$ cat src/rtl/spi_word_master.sv
// spi_word_master: SPI mode-3 controller that shifts one or two 16-bit words under a single chip select.
//   CLK/NRST            : system clock, asynchronous active-low reset
//   start, two_word     : frame request and frame length (sampled in IDLE)
//   tx_word0/tx_word1   : words sent MSB first, captured when start is accepted
//   busy/done           : frame in progress / one-cycle end-of-frame pulse
//   rx_word0/rx_word1   : words received on POCI
//   CS/SCK/PICO/POCI    : SPI pins (CS active low, SCK idles high)
//   SPI_WORD_MASTER_IRQ_EN adds irq_clr input and sticky irq output.
`timescale 1ns/1ps
module spi_word_master #(
    parameter int CLK_DIV = 2
) (
    input  logic        CLK,
    input  logic        NRST,
    input  logic        start,
    input  logic        two_word,
    input  logic [15:0] tx_word0,
    input  logic [15:0] tx_word1,
    output logic        busy,
    output logic        done,
    output logic [15:0] rx_word0,
    output logic [15:0] rx_word1,
`ifdef SPI_WORD_MASTER_IRQ_EN
    input  logic        irq_clr,
    output logic        irq,
`endif
    output logic        CS,
    output logic        SCK,
    output logic        PICO,
    input  logic        POCI
);
    localparam logic [2:0] IDLE = 3'd0, SETUP = 3'd1, SCK_LO = 3'd2, SCK_HI = 3'd3, HOLD = 3'd4, GAP = 3'd5;
    localparam logic [8:0] PH_LAST  = 9'(CLK_DIV - 1);
    localparam logic [8:0] GAP_LAST = 9'(2 * CLK_DIV - 1);
    logic [2:0]  state_q, state_d;
    logic [8:0]  cnt_q, cnt_d;
    logic [3:0]  bit_q, bit_d;
    logic        word_q, word_d, two_q, two_d;
    logic [15:0] tx1_q, tx1_d, tx_sh_q, tx_sh_d, rx_sh_q, rx_sh_d, rx0_q, rx0_d, rx1_q, rx1_d;
    logic        cs_q, cs_d, sck_q, sck_d, busy_q, busy_d, done_q, done_d;
    logic        phase_end;
    assign phase_end = cnt_q == ((state_q == GAP) ? GAP_LAST : PH_LAST);
    always_comb begin
        state_d = state_q;
        bit_d   = bit_q;
        word_d  = word_q;
        two_d   = two_q;
        tx1_d   = tx1_q;
        tx_sh_d = tx_sh_q;
        rx_sh_d = rx_sh_q;
        rx0_d   = rx0_q;
        rx1_d   = rx1_q;
        cs_d    = cs_q;
        sck_d   = sck_q;
        busy_d  = busy_q;
        done_d  = 1'b0;
        cnt_d   = (state_q == IDLE || phase_end) ? 9'd0 : cnt_q + 9'd1;
        case (state_q)
            IDLE: if (start) begin
                state_d = SETUP;
                cs_d    = 1'b0;
                busy_d  = 1'b1;
                tx_sh_d = tx_word0;
                tx1_d   = tx_word1;
                two_d   = two_word;
                bit_d   = 4'd0;
                word_d  = 1'b0;
            end
            SETUP: if (phase_end) begin
                state_d = SCK_LO;
                sck_d   = 1'b0;
            end
            SCK_LO: if (phase_end) begin
                state_d = SCK_HI;
                sck_d   = 1'b1;
                rx_sh_d = {rx_sh_q[14:0], POCI};
            end
            SCK_HI: if (phase_end) begin
                if (bit_q != 4'd15) begin
                    state_d = SCK_LO;
                    sck_d   = 1'b0;
                    tx_sh_d = tx_sh_q << 1;
                    bit_d   = bit_q + 4'd1;
                end else begin
                    rx0_d = word_q ? rx0_q : rx_sh_q;
                    rx1_d = word_q ? rx_sh_q : rx1_q;
                    bit_d = 4'd0;
                    // Second word follows immediately: its leading falling edge is this one.
                    if (!word_q && two_q) begin
                        state_d = SCK_LO;
                        sck_d   = 1'b0;
                        word_d  = 1'b1;
                        tx_sh_d = tx1_q;
                    end else begin
                        state_d = HOLD;
                    end
                end
            end
            HOLD: if (phase_end) begin
                state_d = GAP;
                cs_d    = 1'b1;
            end
            GAP: if (phase_end) begin
                state_d = IDLE;
                busy_d  = 1'b0;
                done_d  = 1'b1;
                tx_sh_d = 16'd0;
            end
            default: state_d = IDLE;
        endcase
    end
    always_ff @(posedge CLK or negedge NRST) begin
        if (!NRST) begin
            state_q <= IDLE;
            cnt_q   <= 9'd0;
            bit_q   <= 4'd0;
            word_q  <= 1'b0;
            two_q   <= 1'b0;
            tx1_q   <= 16'd0;
            tx_sh_q <= 16'd0;
            rx_sh_q <= 16'd0;
            rx0_q   <= 16'd0;
            rx1_q   <= 16'd0;
            cs_q    <= 1'b1;
            sck_q   <= 1'b1;
            busy_q  <= 1'b0;
            done_q  <= 1'b0;
        end else begin
            state_q <= state_d;
            cnt_q   <= cnt_d;
            bit_q   <= bit_d;
            word_q  <= word_d;
            two_q   <= two_d;
            tx1_q   <= tx1_d;
            tx_sh_q <= tx_sh_d;
            rx_sh_q <= rx_sh_d;
            rx0_q   <= rx0_d;
            rx1_q   <= rx1_d;
            cs_q    <= cs_d;
            sck_q   <= sck_d;
            busy_q  <= busy_d;
            done_q  <= done_d;
        end
    end
`ifdef SPI_WORD_MASTER_IRQ_EN
    logic irq_q;
    // Setting on both the edge that raises done and the done cycle itself lets set win over a clear seen with done.
    always_ff @(posedge CLK or negedge NRST) begin
        if (!NRST) irq_q <= 1'b0;
        else       irq_q <= done_d | done_q | (irq_q & ~irq_clr);
    end
    assign irq = irq_q;
`endif
    assign CS       = cs_q;
    assign SCK      = sck_q;
    assign PICO     = tx_sh_q[15];
    assign busy     = busy_q;
    assign done     = done_q;
    assign rx_word0 = rx0_q;
    assign rx_word1 = rx1_q;
endmodule

$ cat config.mk
export PLATFORM = sky130hd
export DESIGN_NAME = spi_word_master
export DESIGN_NICKNAME = d
export VERILOG_FILES = /design/src/rtl/spi_word_master.sv
export SDC_FILE = /design/constraint.sdc
export NUM_CORES = 1
export LEC_CHECK = 0
export CAP_MARGIN = 10
export CORE_MARGIN = 4
export CORE_UTILIZATION = 43
export DETAILED_ROUTE_END_ITERATION = 16
export GPL_TIMING_DRIVEN = 0
export PLACE_DENSITY = 0.69
export SYNTH_ARGS = -nofsm -noshare
export SYNTH_HDL_FRONTEND = slang
export SYNTH_SLANG_ARGS = --single-unit
$ cat constraint.sdc
create_clock -name CLK -period 2.2 [get_ports CLK]
set_input_delay 0.44 -clock CLK [delete_from_list [all_inputs] [get_ports CLK]]
set_output_delay 0.44 -clock CLK [all_outputs]
set_load 0.1 [all_outputs]
# Word level (Yosys, flattened, before mapping)

Cells that the tools add are included.
W data, S select, Z words.

Word-level logic and storage cells: 91
Bits in registers: 102
Output and inout bits: 37

Eq/ne operators: 16
Bitwise gates (word level): 2
$add $sub $neg: 2
Multiplexer cells: 37
Reduce and logical (&&, ||, !) cells: 20

Operators by type and width:

| cell                  | count |
|---|---|
| $mux W16              | 5 |
| $pmux W16 S3          | 1 |
| $mux W3               | 8 |
| $pmux W3 S6           | 1 |
| $ne A2 B2 Y1 const B  | 8 |
| $reduce_and A5 Y1     | 3 |
| $mux W1               | 12 |
| $mux W4               | 3 |
| $add A9 B1 Y9 const B | 1 |
| $eq A9 B2 Y1          | 1 |
| $mux W9               | 1 |
| $reduce_and A3 Y1     | 3 |
| $pmux W4 S2           | 1 |
| $reduce_and A4 Y1     | 2 |
| $eq A3 B2 Y1 const B  | 2 |
| $eq A3 B3 Y1 const B  | 2 |
| $pmux W1 S2           | 3 |
| $reduce_and A6 Y1     | 1 |
| $reduce_bool A2 Y1    | 3 |
| $reduce_bool A3 Y1    | 2 |
| $add A4 B1 Y4 const B | 1 |
| $ne A4 B4 Y1 const B  | 1 |
| $reduce_and A2 Y1     | 2 |
| $eq A3 B1 Y1 const B  | 1 |
| other kinds (8)       | 9 |

# Longest topological paths before layout

Gate-level depths: netlist (run 1).

Depth after elaboration: 6
Mapped depth: 8

# Least setup slack after synthesis (run 1)

Ideal clock, no wire load.

Path type: flip-flop to flip-flop
Start: register state_q[1]
End: register rx1_q[14], in the netlist rx_word1[14]
Stages on the path, launching flop included: 7
Data arrival time: 2,002 ps
Path buffers: 1
Path slack: 70 ps
Cell sequence: dfrtp_1 > nand3b_2 > xnor2_2 > nand2_1 > nor4_4 > buf_6 > mux2_1

Cells in the longest elaborated chain, start to end: 4

RTL lines:

| element                              | RTL line | RTL |
|---|---|---|
| start, declared                      | 35       | `logic [2:0] state_q, state_d;` |
| start signal, assigned               | 129      | `state_q <= state_d;` |
| $eq A3 B3 Y1                         | 42       | `assign phase_end = cnt_q == ((state_q == GAP) ? GAP_LAST : PH_LAST);` |
| $mux W2                              | 42       |  |
| $eq A9 B2 Y1                         | 42       |  |
| $reduce_and A4 Y1 (no source line) * | --       |  |
| end signal, assigned                 | 138      | `rx1_q <= rx1_d;` |
| end, declared                        | 39       | `logic [15:0] tx1_q, tx1_d, tx_sh_q, tx_sh_d, rx_sh_q, rx_sh_d, rx0_q, rx0_d, rx1_q, rx1_d;` |

Every way passes the cells marked *; elsewhere a longest branch is shown, timed or not.
A chain may end at the register's enable or synchronous reset.

# Worst setup path in the final report (run 1)

Start: register cnt_q[4]
End: register tx_sh_q[12]

Cells in the longest elaborated chain, start to end: 3

RTL lines:

| element                              | RTL line | RTL |
|---|---|---|
| start, declared                      | 36       | `logic [8:0] cnt_q, cnt_d;` |
| start signal, assigned               | 130      | `cnt_q <= cnt_d;` |
| $eq A9 B2 Y1 *                       | 42       |  |
| $ne A2 B2 Y1 (no source line)        | --       |  |
| $reduce_and A5 Y1 (no source line) * | --       |  |
| end signal, assigned                 | 135      | `tx_sh_q <= tx_sh_d;` |
| end, declared                        | 39       |  |

Marked as above.

==> results of run 1 <==
[state kept, by name, summed over array words and instances (netlist names)]
signal and cells:
bit_q 4, tx_sh_q 16, two_q 1, tx1_q 16
busy 1, word_q 1, rx_sh_q 16, SCK 1
CS 1, rx_word1 16, done 1, rx_word0 16
cnt_q 9, state_q 3
[cells in the final DEF, fill, tap and decap left out, types with 5 or more instances in the layout]
cell type | Yosys | routed
a21oi_1 | 8 | 8
inv_1 | 5 | 5
dfrtp_1 | 100 | 99
nand3_1 | 13 | 12
dlygate4sd2_1 | 0 | 35
buf_4 | 2 | 15
mux2_4 | 19 | 20
mux2_2 | 44 | 44
mux2i_1 | 15 | 15
o21ai_0 | 18 | 18
nand2_1 | 76 | 74
clkbuf_8 | 0 | 10
nor2_1 | 19 | 18
clkbuf_1 | 11 | 8
clkdlybuf4s50_1 | 0 | 35
[final cells by class]
| cell class | count | share of cell area [%] |
|---|---|---|
| Inverter | 5 | 0.319 |
| Multi-Input combinational cell | 262 | 33.8 |
| Timing Repair Buffer | 88 | 14.0 |
| Tap cell | 136 | 2.89 |
| Clock buffer | 10 | 2.34 |
| Sequential cell | 102 | 43.4 |
| Buffer | 18 | 1.91 |
| Clock inverter | 6 | 1.27 |
[cell families (layout without fill, tap and decap cells)]
kind of cell    after synthesis  count (layout)
xor+xnor                      9               9
mux                          79              79
flops                       102             102
buf+inv                      24             127
compound gates               42              42
simple gates                130             130
fa+ha+maj                     2               2
[repair_timing]
item | CTS | global route
gates cloned | 0 | 1
pin swaps | 3 | 4
setup buffers | 5 | 8
resized for setup | 47 | 20
endpoints found under the setup margin | 93 | 49
[cell usage after synthesis, types with 2 or more instances]
library cell    n
inv_1           5
xor2_1          4
nand4_1         2
nor2_1         19
o21ai_0        18
dfrtp_1       100
a21oi_1         8
mux2i_1        15
xnor2_1         4
dfstp_2         2
buf_4           2
a31oi_1         2
and3_1          4
buf_2           3
buf_6           2
clkbuf_1       11
o21ai_1         3
and2_1          4
mux2_2         44
a21o_1          3
mux2_4         19
nand2_1        76
nor3_1          3
ha_1            2
nand3_1        13
[power breakdown]
part	switching [mW]	internal, mW
clock network	0.674	0.578
logic	1.22	1.02
registers	0.340	2.36
[through the flow]
step                util (%)  cell area (um2)
detailed placement      53.3             5530
floorplan                  -             4600
global placement        53.1             5500
global route            56.8             5890
CTS                     55.6             5760
finish                  56.8             5890
[metal layers]
| metal | wire [um] | global-route usage (%) | vias up |
|---|---|---|---|
| met5 | 0 | 0 | - |
| met4 | 136 | 3.97 | 0 |
| met3 | 497 | 5.60 | 10 |
| met2 | 4930 | 27.1 | 72 |
| met1 | 4650 | 22.8 | 1551 |
| li1 | - | - | 1530 |
[worst max-delay path, stage by stage, from the launching register on]
cell and delay, ns:
dfrtp_1 0.44, nor4_4 0.37, and2_4 0.20, buf_6 0.11, and4_4 0.22, o311ai_4 0.11
buf_6 0.16, buf_8 0.13, mux2_4 0.29
[worst max path at each step]
| stage | to | cells after the start |
|---|---|---|
| after floorplan | rx_word1[14]$_DFFE_PN0P_ | 6 |
| after global placement | rx_word0[14]$_DFFE_PN0P_ | 1 |
| after detailed placement | rx_word1[14]$_DFFE_PN0P_ | 6 |
| after CTS | tx_sh_q[11]$_DFFE_PN0P_ | 7 |
| after global routing | tx_sh_q[12]$_DFFE_PN0P_ | 8 |
| final | tx_sh_q[12]$_DFFE_PN0P_ | 8 |
==> impl_metrics.env, run 1 <==
export IMPL_hold_violations=0
export IMPL_drive_gt1_share_pct=25.7
export IMPL_status="complete, no violations"
export IMPL_r2r_end="tx_sh_q[12]$_DFFE_PN0P_"
export IMPL_cts_tree="built"
export IMPL_regToRegSetupSlack_ns=0.05
export IMPL_clkTransAtPathRegs_ns=0.10
export IMPL_finalCritPeriodShare_pct=97.8
export IMPL_start_util_pct=44.4
export IMPL_synth_seq_cells=102
export IMPL_cp_data_required_time_ns=2.45
export IMPL_drt_iter0_markers=209
export IMPL_avgSynthCellArea_um2=11.9
export IMPL_crit_path_start_kind="flip-flop"
export IMPL_crit_start="cnt_q[4]$_DFF_PN0_"
export IMPL_areaGrowthSynthToFinish_pct=27.9
export IMPL_ios=74
export IMPL_cts_inserted_buffers=9
export IMPL_maxCapViolCount=0
export IMPL_final_nets=525
export IMPL_routed_via_density=5.04
export IMPL_instances_no_fill=627
export IMPL_setup_slack_ns=0.0493
export IMPL_cts_sinks=102
export IMPL_cts_root_buf="clkbuf_8"
export IMPL_synthCells=388
export IMPL_yosys_area_share_adder_pct=0.544
export IMPL_rows=37
export IMPL_fill_cells=922
export IMPL_dp_hpwl_mm=6.94
export IMPL_post_place_ws_ns=-0.362
export IMPL_postRouteAntennaNets=0
export IMPL_htreeDepth=3
export IMPL_grt_total_usage_pct=17.0
export IMPL_synth_area_top_cells="dfrtp_1, mux2_2, mux2_4"
export IMPL_rsz0062_at_grt="yes"
export IMPL_seq_area_um2=2560
export IMPL_totalWireLength_mm=10.2
export IMPL_vdd_drop_max_mv=0.516
export IMPL_worst_pin_slew_ns=0.990
export IMPL_multiInputGateArea_um2=1990
export IMPL_reg2reg_depth=8
export IMPL_drcViolationCount=0
export IMPL_holdWs_ns=0.0186
export IMPL_reg2reg_from="cnt_q[4]$_DFF_PN0_"
export IMPL_dp_cells=598
export IMPL_die_w_um=111
export IMPL_powerDensity_nw_per_um2=1050
export IMPL_num_vias=3163
export IMPL_synth_top_flop_cell="dfrtp_1"
export IMPL_coreArea_um2=10400
export IMPL_synth_area_um2=4600
export IMPL_synth_mux_area_share_pct=20.5
export IMPL_p_total_mw=6.19
export IMPL_yosysTopAreaCell="dfrtp_1"
export IMPL_die_h_um=111
export IMPL_timing_fmax_mhz=465
export IMPL_cp_arrival_ns=2.40
export IMPL_clk_path_buf_depth=2
export IMPL_clock_latency_ns=0.37
export IMPL_gp_congestion=0.795
export IMPL_max_slew_margin_pct=34.3
export IMPL_ys_types=45
export IMPL_yosysTopAreaCellShare_pct=54.4
export IMPL_fin_crit_ns=2.15
export IMPL_finalSetupTns_ns=0
export IMPL_cp_max_fo=6
export IMPL_p_leak_nw=3.09
export IMPL_synth_edf_count=0
export IMPL_port_buffers=73
export IMPL_grt_max_degree=71
export IMPL_fin_skew_ns=0.00768
export IMPL_synth_top_family_by_area="multiplexers"
export IMPL_dr_pass1_iters=4
export IMPL_n_antenna_cell=0
export IMPL_ys_seq_area_share_pct=55.5
export IMPL_grt_pass1_wl_mm=17.3
export IMPL_grt_ovfl_total=0
export IMPL_cts_hold_buffers_added=0
export IMPL_antenna_found_initial=0
export IMPL_synthXorXnorAreaFrac_pct=1.88
export IMPL_synthArstFlopShare_pct=100
export IMPL_synth_net_count=427
export IMPL_grt_pass1_vias=3370
export IMPL_slew_viol_final=0
export IMPL_hp_class="primary input to async pin"
export IMPL_yosysWarnings=0
export IMPL_synthSimpleGateAreaFrac_pct=13.3
export IMPL_end_kind="flip-flop"
export IMPL_path_class="flip-flop to flip-flop"
export IMPL_synth_compound_area_share_pct=5.74
export IMPL_die_area_um2=12400
export IMPL_wl_per_cell_um=16.3
export IMPL_setup_viol=0
No activity file was read; power rests on OpenSTA's default activity.
==> run 2: changes to the inputs <==
CTS_CLUSTER_DIAMETER = 150   (was not set)
HOLD_SLACK_MARGIN = 0.06   (was not set)
==> run 2 against run 1 <==
Count of clock-buffer cells in the layout unchanged. Core utilization up 0.096 points. Hold slack better by 0.47 ns. Sequential power hardly changed. Largest cell class unchanged. Largest power group unchanged.
==> impl_metrics.env, run 2 (synthesized netlist as in run 1, its figures left out) <==
export IMPL_slew_viol_final=0
export IMPL_path_class="flip-flop to flip-flop"
export IMPL_wl_per_cell_um=16.2
export IMPL_cp_data_required_time_ns=2.45
export IMPL_final_nets=526
export IMPL_cp_slowest_cell="dfrtp_1"
export IMPL_routed_via_density=5.07
export IMPL_setup_viol=0
export IMPL_dp_cells=598
export IMPL_cp_cell_sequence="nor4_4 -> and2_4 -> buf_6 -> and4_4 -> o311ai_4 -> buf_6 -> buf_8 -> mux2_4"
export IMPL_hold_violations=0
export IMPL_maxCapViolCount=0
export IMPL_port_buffers=73
export IMPL_die_h_um=111
export IMPL_grt_total_usage_pct=17.0
export IMPL_p_leak_nw=3.10
export IMPL_drt_iter0_markers=209
export IMPL_grt_pass1_vias=3370
export IMPL_multiInputGateArea_um2=1990
export IMPL_cts_tree="built"
export IMPL_cts_inserted_buffers=9
export IMPL_die_area_um2=12400
export IMPL_postRouteAntennaNets=0
export IMPL_rsz0062_at_grt="yes"
export IMPL_rows=37
export IMPL_clk_path_buf_depth=2
export IMPL_crit_buf_inv=3
export IMPL_setup_slack_ns=0.0496
export IMPL_fin_crit_ns=2.15
export IMPL_grt_pass1_wl_mm=17.3
export IMPL_final_common_cell="dfrtp_1"
export IMPL_die_w_um=111
export IMPL_coreArea_um2=10400
export IMPL_seq_area_um2=2560
export IMPL_instances_no_fill=628
export IMPL_clkTransAtPathRegs_ns=0.10
export IMPL_drcViolationCount=0
export IMPL_ios=74
export IMPL_start_util_pct=44.4
export IMPL_crit_path_start_kind="flip-flop"
export IMPL_fin_skew_ns=0.00750
export IMPL_cts_sinks=102
export IMPL_clock_latency_ns=0.37
export IMPL_grt_ovfl_total=0
export IMPL_max_slew_margin_pct=34.3
export IMPL_crit_family="simple AND/OR/NAND/NOR gates"
export IMPL_hp_class="flip-flop to flip-flop"
export IMPL_dp_hpwl_mm=6.94
export IMPL_post_place_ws_ns=-0.362
export IMPL_cts_root_buf="clkbuf_8"
export IMPL_n_antenna_cell=0
export IMPL_htreeDepth=3
export IMPL_cp_max_fo=6
export IMPL_postPlaceCellArea_um2=5530
export IMPL_antenna_found_initial=0
export IMPL_cp_arrival_ns=2.40
export IMPL_gp_congestion=0.795
export IMPL_dr_pass1_iters=4
export IMPL_finalCritPeriodShare_pct=97.7
export IMPL_fill_cells=921
export IMPL_crit_top_cell="buf_6"
export IMPL_areaGrowthSynthToFinish_pct=28.2
export IMPL_powerDensity_nw_per_um2=1050
export IMPL_status="complete, no violations"
export IMPL_timing_fmax_mhz=465
export IMPL_most_common_layout_cells="dfrtp_1, nand2_1, mux2_2"
export IMPL_final_area_um2=5900
export IMPL_worst_pin_slew_ns=0.990
export IMPL_holdWs_ns=0.485
export IMPL_end_kind="flip-flop"
export IMPL_drive_gt1_share_pct=25.6
export IMPL_regToRegSetupSlack_ns=0.05
export IMPL_num_vias=3181
export IMPL_totalWireLength_mm=10.2
export IMPL_grt_max_degree=71
export IMPL_vdd_drop_max_mv=0.516
export IMPL_slowest_delay_ns=0.44
## run 2: worst paths after layout
kind / from / endpoint / cells after the start
worst max-delay path: cnt_q[4]$_DFF_PN0_ / tx_sh_q[12]$_DFFE_PN0P_ / 8
worst min-delay path: tx1_q[10]$_DFFE_PN0P_ / tx1_q[10]$_DFFE_PN0P_ / 2
worst max register to register: cnt_q[4]$_DFF_PN0_ / tx_sh_q[12]$_DFFE_PN0P_ / 8
worst min register to register: tx1_q[10]$_DFFE_PN0P_ / tx1_q[10]$_DFFE_PN0P_ / 2
max in group asynchronous: NRST / rx_word0[7]$_DFFE_PN0P_ / 3
min in group asynchronous: NRST / cnt_q[0]$_DFF_PN0_ / 2
## run 2: report_power, final
part / internal, mW / switching, mW
Clock: 0.578 / 0.676
Sequential: 2.36 / 0.340
Combinational: 1.02 / 1.22
Total: 3.96 / 2.23
## run 2: through the flow
stage | power [mW] | TNS, ns | util, %
4_1_cts | 6.11 | 0 | 55.7
2_1_floorplan | 4.21 | 0 | -
3_5_place_dp | 4.78 | -8.23 | 53.3
6_report | 6.19 | 0 | 56.9
5_1_grt | 6.61 | -0.206 | 56.9
3_3_place_gp | 4.68 | -317.06 | 53.1
## run 2: final cells by class
cell class,count,share of cell area (%)
Tap cell,136,2.88
Clock inverter,6,1.27
Multi-Input combinational cell,262,33.8
Sequential cell,102,43.3
Timing Repair Buffer,89,14.2
Clock buffer,10,2.33
Inverter,5,0.318
Buffer,18,1.91
## run 2: per-layer routing
| metal | track usage (%) | part of all wire, % | routed length (um) | vias to the layer above |
|---|---|---|---|---|
| li1 | - | - | - | 1533 |
| met1 | 22.9 | 45 | 4600 | 1551 |
| met2 | 27.1 | 48 | 4890 | 85 |
| met3 | 5.54 | 5.4 | 550 | 12 |
| met4 | 3.97 | 1.6 | 161 | 0 |
| met5 | 0 | 0 | 0 | - |
## run 2: worst min-delay path, stage by stage, from the launching register on
cell     delay (ns)
dfrtp_1        0.36
nand2_1        0.05
nand2_1        0.05
## run 2: timing repair
item,in CTS,in global routing
setup endpoints to repair,93,49
endpoints found under the hold margin,30,0
hold buffers,1,0
pin swaps,3,4
cloned,0,1
setup buffers,5,8
resized for setup,47,20
==> run 3: changes to the inputs <==
ABC_AREA = 1   (was not set)
CAP_MARGIN = 25   (was 10)
PLACE_DENSITY = 0.67   (was 0.69)
clock period = 2.6 ns   (was 2.2 ns; I/O delays follow)
==> run 3 against run 2 <==
Synthesized cell count grew 39%. Wire length is 1.7% higher. Sequential power is 18% lower. Global-route usage is 0.53 points higher. Clock power is 23% lower. Final cell count rose by 22%. Critical path type is now flip-flop to output pin. Critical endpoint is now rx_word0[14]. Largest cell class unchanged. Highest routed layer unchanged.
==> impl_metrics.env, run 3 <==
export IMPL_setup_viol=0
export IMPL_n_antenna_cell=0
export IMPL_p_total_mw=5.16
export IMPL_coreArea_um2=10300
export IMPL_yosysWarnings=0
export IMPL_hold_violations=0
export IMPL_synthSimpleGateAreaFrac_pct=29.2
export IMPL_final_nets=662
export IMPL_synth_edf_count=0
export IMPL_dp_hpwl_mm=7.55
export IMPL_totalWireLength_mm=10.4
export IMPL_cp_data_required_time_ns=2.08
export IMPL_synth_seq_cells=102
export IMPL_post_cts_setup_buffer_count=0
export IMPL_post_place_ws_ns=0.418
export IMPL_finalSetupTns_ns=0
export IMPL_grt_met2_usage_pct=31.1
export IMPL_port_buffers=73
export IMPL_ys_seq_area_share_pct=56.5
export IMPL_cts_sinks=102
export IMPL_synthXorXnorAreaFrac_pct=0.194
export IMPL_grt_total_usage_pct=17.6
export IMPL_start_util_pct=44.0
export IMPL_ys_top_cells_by_count="nand2_1, dfrtp_1, o21ai_1, nand3_1, inv_1"
export IMPL_crit_family="buffers and inverters"
export IMPL_fin_skew_ns=0.0163
export IMPL_maxCapViolCount=0
export IMPL_die_w_um=111
export IMPL_hp_class="primary input to async pin"
export IMPL_wl_per_cell_um=13.6
export IMPL_dr_pass1_iters=5
export IMPL_gp_congestion=0.824
export IMPL_cts_root_buf="clkbuf_8"
export IMPL_postPlaceCellArea_um2=5440
export IMPL_most_common_layout_cells="nand2_1, dfrtp_1, clkdlybuf4s50_1"
export IMPL_die_area_um2=12200
export IMPL_cp_max_fo=2
export IMPL_clkTransAtPathRegs_ns=0.11
export IMPL_yosys_area_share_adder_pct=0.553
export IMPL_yosysTopAreaCell="dfrtp_1"
export IMPL_grt_pass1_vias=3890
export IMPL_end_kind="output pin"
export IMPL_antenna_found_initial=0
export IMPL_synth_mux_area_share_pct=0
export IMPL_slowest_delay_ns=1.14
export IMPL_use_met1_pct=21.9
export IMPL_synth_top_family_by_area="simple AND/OR/NAND/NOR gates"
export IMPL_ys_types=27
export IMPL_slew_viol_final=0
export IMPL_rsz0062_at_grt="no"
export IMPL_finalCritPeriodShare_pct=92.8
export IMPL_path_class="flip-flop to output pin"
export IMPL_powerDensity_nw_per_um2=915
export IMPL_p_leak_nw=2.67
export IMPL_htreeDepth=3
export IMPL_clock_latency_ns=0.37
export IMPL_synth_top_flop_cell="dfrtp_1"
export IMPL_cp_cell_sequence="clkdlybuf4s50_1"
export IMPL_routed_via_density=5.04
export IMPL_max_slew_margin_pct=34.9
export IMPL_synth_area_top_cells="dfrtp_1, nand2_1, o21ai_1"
export IMPL_synth_area_um2=4520
export IMPL_areaGrowthSynthToFinish_pct=24.7
export IMPL_crit_path_start_kind="flip-flop"
export IMPL_drcViolationCount=0
export IMPL_instances_no_fill=764
export IMPL_postRouteAntennaNets=0
export IMPL_final_common_cell="nand2_1"
export IMPL_final_area_um2=5640
export IMPL_grt_use_met3_pct=3.12
export IMPL_grt_ovfl_total=0
export IMPL_drive_gt1_share_pct=8.92
export IMPL_dp_cells=748
export IMPL_yosysTopAreaCellShare_pct=55.3
export IMPL_cts_tree="built"
export IMPL_setup_slack_ns=0.187
export IMPL_clk_path_buf_depth=2
export IMPL_cp_arrival_ns=1.89
export IMPL_synth_compound_area_share_pct=7.61
export IMPL_vdd_drop_max_mv=0.570
export IMPL_rows=37
export IMPL_ios=74
export IMPL_grt_max_degree=67
export IMPL_fin_crit_ns=2.41
export IMPL_avgSynthCellArea_um2=8.40
export IMPL_num_vias=3853
export IMPL_worst_pin_slew_ns=0.973
export IMPL_cp_slowest_cell="clkdlybuf4s50_1"
export IMPL_fin_util_pct=54.8
export IMPL_status="complete, no violations"
export IMPL_fill_cells=981
export IMPL_grt_pass1_wl_mm=18.2
export IMPL_yosysMostFrequentCell="nand2_1"
export IMPL_holdWs_ns=0.237
export IMPL_synthCells=538
export IMPL_die_h_um=111
export IMPL_synthArstFlopShare_pct=100
export IMPL_crit_buf_inv=1
export IMPL_grt_busiest_layer="met2"
export IMPL_cts_inserted_buffers=9
export IMPL_synth_net_count=577
export IMPL_drt_iter0_markers=198
export IMPL_timing_fmax_mhz=414
[run 3: cell types whose count changed after synthesis, sizes merged, moves of 4 or more]
| cell | previous run | this run |
|---|---|---|
| and3 | 4 | 0 |
| mux2 | 64 | 0 |
| nand4 | 2 | 21 |
| nand2 | 76 | 204 |
| nand3 | 13 | 49 |
| inv | 5 | 38 |
| xnor2 | 5 | 1 |
| o21ai | 21 | 56 |
| and2 | 4 | 0 |
| buf | 8 | 21 |
| xor2 | 4 | 0 |
| mux2i | 15 | 0 |
| clkbuf | 11 | 4 |
[run 3: cells by family after synthesis]
kind of cell,after synthesis
AND/OR/NAND/NOR,305
flip-flops,102
AO/OA/AOI/OAI,65
buffers and inverters,63
adder cells (fa/ha/maj),2
XOR/XNOR,1
[run 3: path summary, 6_finish.rpt]
check,startpoint,end,slack [ns],depth (start not counted)
worst max register to register,bit_q[0]$_DFFE_PN0P_,tx_sh_q[0]$_DFFE_PN0P_,0.69,9
worst max-delay path,rx_word0[14]$_DFFE_PN0P_,rx_word0[14],0.19,1
max in group asynchronous,NRST,tx_sh_q[12]$_DFFE_PN0P_,1.65,2
worst min register to register,CS$_DFFE_PN1P_,CS$_DFFE_PN1P_,0.47,2
min in group CLK,CS$_DFFE_PN1P_,CS$_DFFE_PN1P_,0.47,2
worst min-delay path,NRST,rx_word0[8]$_DFFE_PN0P_,0.24,1
[run 3: what timing repair did]
item	in CTS	in global routing
hold buffers	0	0
endpoints found under the setup margin	0	2
resized for setup	0	2
[run 3: layout make-up]
class / count / area, um2 / area share, %
Multi-Input combinational cell: 373 / 1700 / 30.1
Buffer: 25 / 128 / 2.26
Clock inverter: 7 / 67.6 / 1.20
Sequential cell: 102 / 2550 / 45.3
Inverter: 38 / 143 / 2.53
Clock buffer: 9 / 124 / 2.20
Timing Repair Buffer: 74 / 753 / 13.4
Tap cell: 136 / 170 / 3.02
[run 3: power by group]
group          switching (mW)  internal (mW)
sequential              0.232           1.99
clock                   0.590          0.372
combinational            1.35          0.629
[run 3: layer usage]
layer  share of wire [%]  wire length, um  vias up
li1                    -                -     1911
met1                  43             4500     1816
met2                  50             5160      112
met3                 5.4              561       14
met4                 1.5              156        0
met5                   0                0        -
[run 3: worst register-to-register path, cell delays in order, from the launching register on]
cell and delay, ns:
dfrtp_1 0.42, ha_1 0.24, nand3_1 0.20, inv_1 0.11
nand2_1 0.12, nand2_1 0.08, nand3_2 0.18, buf_2 0.26
nand4_1 0.15, nand2_1 0.11
